--- config.mk ---
export PLATFORM = sky130hd
export DESIGN_NAME = mem_port_arbiter3
export DESIGN_NICKNAME = d
export VERILOG_FILES = /design/src/rtl/arb_pkg.sv /design/src/rtl/rr_pick3.sv /design/src/rtl/mem_port_arbiter3.sv
export SDC_FILE = /design/constraint.sdc
export NUM_CORES = 1
export LEC_CHECK = 0
export ABC_AREA = 1
export CAP_MARGIN = 20
export CORE_ASPECT_RATIO = 1.1
export CORE_MARGIN = 4
export CORE_UTILIZATION = 30
export DETAILED_ROUTE_END_ITERATION = 10
export PLACE_DENSITY = 0.55
export SYNTH_ARGS = -nofsm -noshare
export SYNTH_HDL_FRONTEND = slang
export SYNTH_HIERARCHICAL = 1
export SYNTH_SLANG_ARGS = --single-unit
--- constraint.sdc ---
create_clock -name clk -period 1.5 [get_ports clk]
set_input_delay 0.3 -clock clk [delete_from_list [all_inputs] [get_ports clk]]
set_output_delay 0.3 -clock clk [all_outputs]
set_load 0.05 [all_outputs]
--- src/rtl/arb_pkg.sv ---
// arb_pkg
//    Shared definitions for the three-requester memory port arbiter:
//    requester count, FSM state encoding and the select codes used by the
//    3-input address / write-data muxes in front of memory.
package arb_pkg;

   localparam int NREQ = 3;

   typedef enum logic [1:0] {
      IDLE   = 2'd0,
      SETUP  = 2'd1,
      ACCESS = 2'd2,
      DONE   = 2'd3
   } arb_state_t;

   // Mux select codes; the select value equals the requester index.
   localparam logic [1:0] SEL_R0 = 2'b00;
   localparam logic [1:0] SEL_R1 = 2'b01;
   localparam logic [1:0] SEL_R2 = 2'b10;

endpackage

--- src/rtl/rr_pick3.sv ---
// rr_pick3
//    Combinational round-robin picker for three requesters. The search
//    starts at the requester after the one served last and wraps around.
// Ports:
//    req     [2:0]  active requests
//    last    [1:0]  index of the requester served most recently
//    win     [2:0]  one-hot winner, zero when no request is active
//    win_idx [1:0]  winner index, used directly as the mux select
module rr_pick3
   import arb_pkg::*;
(
   input  logic [NREQ-1:0] req,
   input  logic [1:0]      last,
   output logic [NREQ-1:0] win,
   output logic [1:0]      win_idx
);

   always_comb begin
      win     = '0;
      win_idx = SEL_R0;
      case (last)
         2'd0: begin
            if (req[1])      begin win = 3'b010; win_idx = SEL_R1; end
            else if (req[2]) begin win = 3'b100; win_idx = SEL_R2; end
            else if (req[0]) begin win = 3'b001; win_idx = SEL_R0; end
         end
         2'd1: begin
            if (req[2])      begin win = 3'b100; win_idx = SEL_R2; end
            else if (req[0]) begin win = 3'b001; win_idx = SEL_R0; end
            else if (req[1]) begin win = 3'b010; win_idx = SEL_R1; end
         end
         // last = 2 (and the unused code 3) start the search at requester 0
         default: begin
            if (req[0])      begin win = 3'b001; win_idx = SEL_R0; end
            else if (req[1]) begin win = 3'b010; win_idx = SEL_R1; end
            else if (req[2]) begin win = 3'b100; win_idx = SEL_R2; end
         end
      endcase
   end

endmodule

--- src/rtl/mem_port_arbiter3.sv ---
// mem_port_arbiter3
//    Shares one memory port among instruction fetch (0), data load/store (1)
//    and DMA/debug (2). One transaction at a time is sequenced through
//    IDLE -> SETUP -> ACCESS -> DONE, with round-robin fairness, an optional
//    lock for read-modify-write sequences and a memory-ack timeout.
// Ports:
//    clk      system clock, rising edge
//    rst_n    asynchronous active-low reset
//    req      per-requester level request, held until done
//    lock     per-requester request to keep the grant for the next transaction
//    mem_ack  memory completion pulse, honoured only in ACCESS
//    gnt      one-hot grant, zero when idle
//    sel      mux select (00/01/10 = requester 0/1/2)
//    mem_req  memory strobe, high during ACCESS
//    done     one-cycle completion pulse to the granted requester
//    err      one-cycle timeout abort flag, coincident with done
//    busy     high in every state except IDLE
module mem_port_arbiter3
   import arb_pkg::*;
#(
   parameter int TIMEOUT  = 15,
   parameter int LOCK_MAX = 2
) (
   input  logic            clk,
   input  logic            rst_n,
   input  logic [NREQ-1:0] req,
   input  logic [NREQ-1:0] lock,
   input  logic            mem_ack,
   output logic [NREQ-1:0] gnt,
   output logic [1:0]      sel,
   output logic            mem_req,
   output logic [NREQ-1:0] done,
   output logic            err,
   output logic            busy
);

   localparam logic [7:0] TIMEOUT_W  = 8'(TIMEOUT);
   localparam logic [7:0] LOCK_MAX_W = 8'(LOCK_MAX);

   arb_state_t      state;
   arb_state_t      state_next;
   logic [NREQ-1:0] gnt_q;
   logic [1:0]      sel_q;
   logic [1:0]      last_q;
   logic [7:0]      lock_cnt;
   logic [7:0]      to_cnt;
   logic            abort_q;

   logic [NREQ-1:0] win;
   logic [1:0]      win_idx;
   logic            to_hit;
   logic            relock;

   rr_pick3 u_pick (
      .req     (req),
      .last    (last_q),
      .win     (win),
      .win_idx (win_idx)
   );

   // The count is compared one step ahead so ACCESS lasts exactly TIMEOUT
   // cycles when memory never answers.
   assign to_hit = (to_cnt + 8'd1) == TIMEOUT_W;

   // Locked re-grant: the current owner still requests, asks for the lock
   // and has not yet used up its consecutive re-grant allowance.
   assign relock = (|(lock & req & gnt_q)) && (lock_cnt < LOCK_MAX_W);

   always_ff @(posedge clk or negedge rst_n) begin
      if (!rst_n) state <= IDLE;
      else        state <= state_next;
   end

   always_comb begin
      state_next = state;
      case (state)
         IDLE:    if (|req) state_next = SETUP;
         SETUP:   state_next = ACCESS;
         ACCESS:  if (mem_ack || to_hit) state_next = DONE;
         DONE:    state_next = relock ? SETUP : IDLE;
         default: state_next = IDLE;
      endcase
   end

   // Grant, round-robin pointer, lock and timeout bookkeeping. Grant and
   // select are loaded only when leaving IDLE, so they stay stable for the
   // whole transaction (and across locked re-grants).
   always_ff @(posedge clk or negedge rst_n) begin
      if (!rst_n) begin
         gnt_q    <= '0;
         sel_q    <= SEL_R0;
         last_q   <= 2'd2;
         lock_cnt <= 8'd0;
         to_cnt   <= 8'd0;
         abort_q  <= 1'b0;
      end else begin
         case (state)
            IDLE: begin
               if (|req) begin
                  gnt_q <= win;
                  sel_q <= win_idx;
               end
            end
            ACCESS: begin
               to_cnt <= to_cnt + 8'd1;
               // An ack on the timeout cycle still counts as success.
               if (!mem_ack && to_hit) abort_q <= 1'b1;
            end
            DONE: begin
               last_q  <= sel_q;
               to_cnt  <= 8'd0;
               abort_q <= 1'b0;
               if (relock) begin
                  lock_cnt <= lock_cnt + 8'd1;
               end else begin
                  lock_cnt <= 8'd0;
                  gnt_q    <= '0;
               end
            end
            default: ;
         endcase
      end
   end

   assign gnt     = gnt_q;
   assign sel     = sel_q;
   assign mem_req = (state == ACCESS);
   assign done    = (state == DONE) ? gnt_q : '0;
   assign err     = (state == DONE) && abort_q;
   assign busy    = (state != IDLE);

endmodule

Word-level counts from Yosys, hierarchy flattened
Index checks and enable logic that the tools add are counted.

Add/subtract/negate cells: 2. Muxes and demuxes: 29. Shifts and indexed selects: 0. Reductions and logical operators: 16. Magnitude comparators: 1. Multiply operators: 0. Eq/ne operators: 9. Bitwise logic cells: 2. Divide/modulo/power cells: 0.

Operators by type and width (count): two-way mux 3 bit (10); adder 8 x 1 -> 8 bit, second input constant (2); two-way mux 2 bit (8); one-hot mux 8 bit (2 select lines) (1); one-hot mux 3 bit (2 select lines) (2); == test 8 x 4 -> 1 bit, second input constant (1); < comparator 8 x 2 -> 1 bit, second input constant (1); two-way mux 8 bit (1); one-hot mux 2 bit (4 select lines) (1); bitwise AND 3 bit (2); AND reduction 2 bit (3); nonzero test 2 bit (3); OR reduction 3 bit (2); == test 2 x 1 -> 1 bit, second input constant (2); == test 2 bit, second input constant (2); logical NOT 2 bit (2); two-way mux 1 bit (4); != test 2 x 1 -> 1 bit, second input constant (2); != test 2 bit, second input constant (2); one-hot mux 2 bit (2 select lines) (1); logical AND 1 bit (3); AND reduction 3 bit (1); one-hot mux 1 bit (2 select lines) (1); logical NOT 1 bit (1); logical OR 1 bit (1).

Memories: 0. Word-level logic and storage cells: 66. Input port bits: 9. Bits in latches: 0. Memory bits (writable): 0. ROM bits: 0. Bits in registers: 26. Output and inout bits: 11.

Logic depth before layout (Yosys ltp)
Gate-level depths: netlist (run 1).

Depth after elaboration: 6. Mapped depth: 12. Gate-level depth less buffers: 12.

By module
The synthesis (run 1) kept the hierarchy.

Modules (own cells, without submodules): mem_port_arbiter3 (area an instance 1376.3 um^2, instances 1, cells an instance 171); rr_pick3 (area an instance 93.8 um^2, instances 1, cells an instance 22).

Worst setup path after synthesis (run 1)
No wires, ideal clock.

Path kind: flip-flop to flip-flop. Start: register state[0]. End: register abort_q. Arrival time: 1.579 ns. Path buffers: 0. Setup slack: -0.192 ns. Cell stages (with the launch flop): 10. Library setup time: 0.113 ns. Required time: 1.387 ns. Cells stage by stage: dfrtp_1 > inv_1 > ha_1 > inv_1 > nor2_1 > nand3_1 > nand2_1 > nand2_1 > nand2_1 > inv_1.

Longest elaborated chain between the ends: 3. Elaborated cells on any way between the ends: 6. Those cells by class: eq/ne (3); mux (1); reduce/logical (2).

RTL lines: start: declaration (line mem_port_arbiter3.sv:40) `arb_state_t state;`; start signal: assignment (line mem_port_arbiter3.sv:71) `else state <= state_next;`; == test 2 bit *; named net mem_req (line mem_port_arbiter3.sv:31) `output logic mem_req,`; != test 2 x 1 -> 1 bit (no source line) / nonzero test 2 bit (equally long branches); AND reduction 2 bit (no source line); end signal: assignment (line mem_port_arbiter3.sv:95) `abort_q <= 1'b0;`; end signal: assignment (line mem_port_arbiter3.sv:107) `if (!mem_ack && to_hit) abort_q <= 1'b1;`; end signal: assignment (line mem_port_arbiter3.sv:112) `abort_q <= 1'b0;`; end: declaration (line mem_port_arbiter3.sv:47) `logic abort_q;`.

Mark *: on every way through the listed nets, which the timed path passes. The rest lies on a longest branch. A chain may end at the register's enable or synchronous reset.

Worst setup path after layout (run 1)
Start: register state[0]. End: output port done[2].

Longest elaborated chain between the ends: 2.

RTL lines: == test 2 bit (line mem_port_arbiter3.sv:128) `assign done = (state == DONE) ? gnt_q : '0;`; two-way mux 3 bit (line mem_port_arbiter3.sv:128); end: declaration (line mem_port_arbiter3.sv:32) `output logic [NREQ-1:0] done,`.

Every way passes these cells.

==> results of run 1 <==
layout make-up:
class | count | share of cell area
Timing Repair Buffer | 44 | 0.226
Sequential cell | 26 | 0.282
Tap cell | 56 | 0.0303
Multi-Input combinational cell | 130 | 0.368
Clock inverter | 1 | 0.0130
Inverter | 33 | 0.0622
Clock buffer | 3 | 0.0179
cell usage in the layout (no fill, tap or decap), types with 2 or more instances in the layout:
cell type	instances
nand2_1	44
dfrtp_1	24
inv_1	23
buf_4	19
nand3_1	14
nand2_2	12
nor2_1	12
buf_12	12
clkdlybuf4s50_1	8
o21ai_1	7
nand2_4	5
nor2_2	5
ha_4	5
inv_2	4
clkinvlp_4	4
nor2_4	4
nand3_2	4
o21ai_0	4
buf_6	4
o22ai_1	3
clkbuf_8	3
inv_4	2
o21ai_2	2
nand4_1	2
mux2_4	2
repair_timing:
action	CTS	global route
buffers inserted	5	2
gates resized for setup	20	35
setup endpoints to repair	9	24
hold buffers	0	0
pin swaps	3	13
report_power, final:
part           leakage [nW]  total, mW  internal (mW)  switching (mW)
sequential            0.345       1.10          0.873           0.224
combinational         0.688       2.48           1.18            1.30
clock                0.0357      0.600          0.357           0.242
total                  1.07       4.18           2.41            1.77
sequential cells by signal (all words and copies together) (netlist names):
name	count
gnt	3
lock_cnt	8
last_q	2
abort_q	1
sel	2
state	2
to_cnt	8
worst max path at each step:
stage,end,slack (ps),startpoint
2_1_floorplan,to_cnt[1],-20,state[0]
3_3_place_gp,sel[1],-120,req[0]
3_5_place_dp,sel[0],-120,req[0]
4_1_cts,done[2],-150,state[0]
5_1_grt,done[1],-210,state[0]
6_report,done[2],-150,state[0]
worst register-to-register path: stages, from the launching register on:
cell and delay, ps:
dfrtp_1 440, inv_2 160, ha_4 150, nand2_1 70
nor2_4 100, nand3_2 80, nor2_4 140, nand2_2 70
nand2_4 70, nand2_2 60, nand2_1 60, nand2_1 40
cell families (layout without fill, tap and decap cells):
family | Yosys count | count (layout) | synth area share
AOI/OAI and AO/OA | 18 | 18 | 0.0732
xor gates and xnor gates | 2 | 2 | 0.0119
adders and majority gates | 6 | 6 | 0.0511
buffers and inverters | 37 | 81 | 0.100
DFF | 26 | 26 | 0.443
muxes | 2 | 2 | 0.0153
and+or+nand+nor | 102 | 102 | 0.305
layer usage:
layer / up-vias / track usage
met5: - / 0
met4: 0 / 0.0427
met3: 5 / 0.0159
met2: 18 / 0.185
met1: 613 / 0.174
li1: 683 / -
==> flow_summary.ini, run 1 <==
[timing]
clock_skew_ps = 2.17
worst_pin_slew_ps = 332
fmax_mhz = 607
period_share = 1.10
min_period_ps = 1650
rsz0062_at_grt = true
maxSlewViolCount = 0
slew_headroom = 0.777
setup_tns_ps = -670
hold-worst-slack_ps = 358
setup_viol = 8
setup_ws_ps = -147
finalHoldViolCount = 0

[die]
die_h_um = 81.4
top_level_ports = 20
die_x_um = 74.7
num_rows = 26
die_area_um2 = 6090
core_area_um2 = 4680
initial_utilization = 0.314

[detailed_routing]
vias_per_cell = 4.50
dr.pass1.iters = 4
num_vias = 1319
ant_nets = 0
routed_wirelength_mm = 3.49
wl_met2_mm = 1.66
routed.top_layer = met4
drcViolationCount = 0
dr_wl_met3_um = 69
wl_met1_mm = 1.70
wl_per_cell_um = 11.9
drt_iter0_markers = 41

[finish]
drive_gt1_frac = 0.392
fin_cells = 293
layout.nets = 253
fin_util = 0.494
fill_cells = 466
regArea_um2 = 653
multi_input_area_um2 = 851
n_antenna_cell = 0
design_area_um2 = 2310
area_delta_synth_final_pct = 57.3

[place]
place.gp.congestion = 0.791
hpwlAfterDp_mm = 2.46
dpl-instance-area_um2 = 1990
port_buffers = 19
pre_cts_slack_ps = -122
placed_cells = 282

[power]
p_per_area_nw_per_um2 = 1810
leakagePower_nw = 1.07
peakVddDrop_uv = 1010
power.total_mw = 4.18

[logic_synthesis]
synth_area_leader_cell = dfrtp_1
synthesis.area_um2 = 1470
syn_area_per_cell_um2 = 7.62
syn-num-nets = 208
yosysWarnings = 6
synth-edff-count = 0
yosysMostFrequentCell = nand2_1
synth_ff_type = dfrtp_1
yosysUniqueCellTypes = 24
ys_seq_elements = 26
netlist_top_cells_count = nand2_1, inv_1, dfrtp_1, nand3_1, nor2_1
syn_inst = 193
synth.area.top_cells = dfrtp_1, nand2_1, inv_1, nand3_1, ha_1
seq_area_frac_synth = 0.443
async_reset_ff_frac = 1.00
synth_top_area_frac = 0.426

[critical_path]
cp_data_required_time_ps = 1200
cp.depth = 5
ff2ff_setup_slack_ps = -20
cp_cell_sequence = ha_4 > buf_8 > nand2_4 > clkinvlp_4 > buf_12
worst_path_max_delay_cell = dfrtp_2
cp_num_buf_inv = 3
path_max_fanout = 4
r2r-start = to_cnt[0]
worstReg2RegEnd = state[0]
critical_path_arrival_ps = 1350
cp-end-kind = primary output
critPathKind = reg2out
cpPeakStageDelay_ps = 450
critPathTopFamily = flip-flops
reg2reg_depth = 11
start_kind = flop

[run]
maxCapViolations = 0

[clocking]
ctsRootBufferMaster = clkbuf_8
cts_tree = built
clock-sinks = 26
clockBufferDepth = 2
worstSkewPairLatency_ps = 280
htree_levels = 1
cts_made_buffers = 3
clkSlewWorstSetupHoldPaths_ps = 100

[global_routing]
grt_max_degree = 27
grt_pass1_wl_mm = 5.68
antenna_found_initial = 0
grt-ovfl-total = 0
grt_pass1_vias = 1226
track_usage = 0.121

[outcome]
violations = setup timing
status = finished with violations

[min_path]
min_path_type = in2async
(Power assumes the default switching activity.)
==> inputs of run 2 (changes only) <==
--- a/config.mk
+++ b/config.mk
@@ -11,6 +11,7 @@
 export CORE_MARGIN = 4
 export CORE_UTILIZATION = 30
 export DETAILED_ROUTE_END_ITERATION = 10
+export GPL_ROUTABILITY_DRIVEN = 0
 export PLACE_DENSITY = 0.55
 export SYNTH_ARGS = -nofsm -noshare
 export SYNTH_HDL_FRONTEND = slang
==> results of run 2 <==
Same layout as run 1: the final DEF is identical, and so are final timing and power.
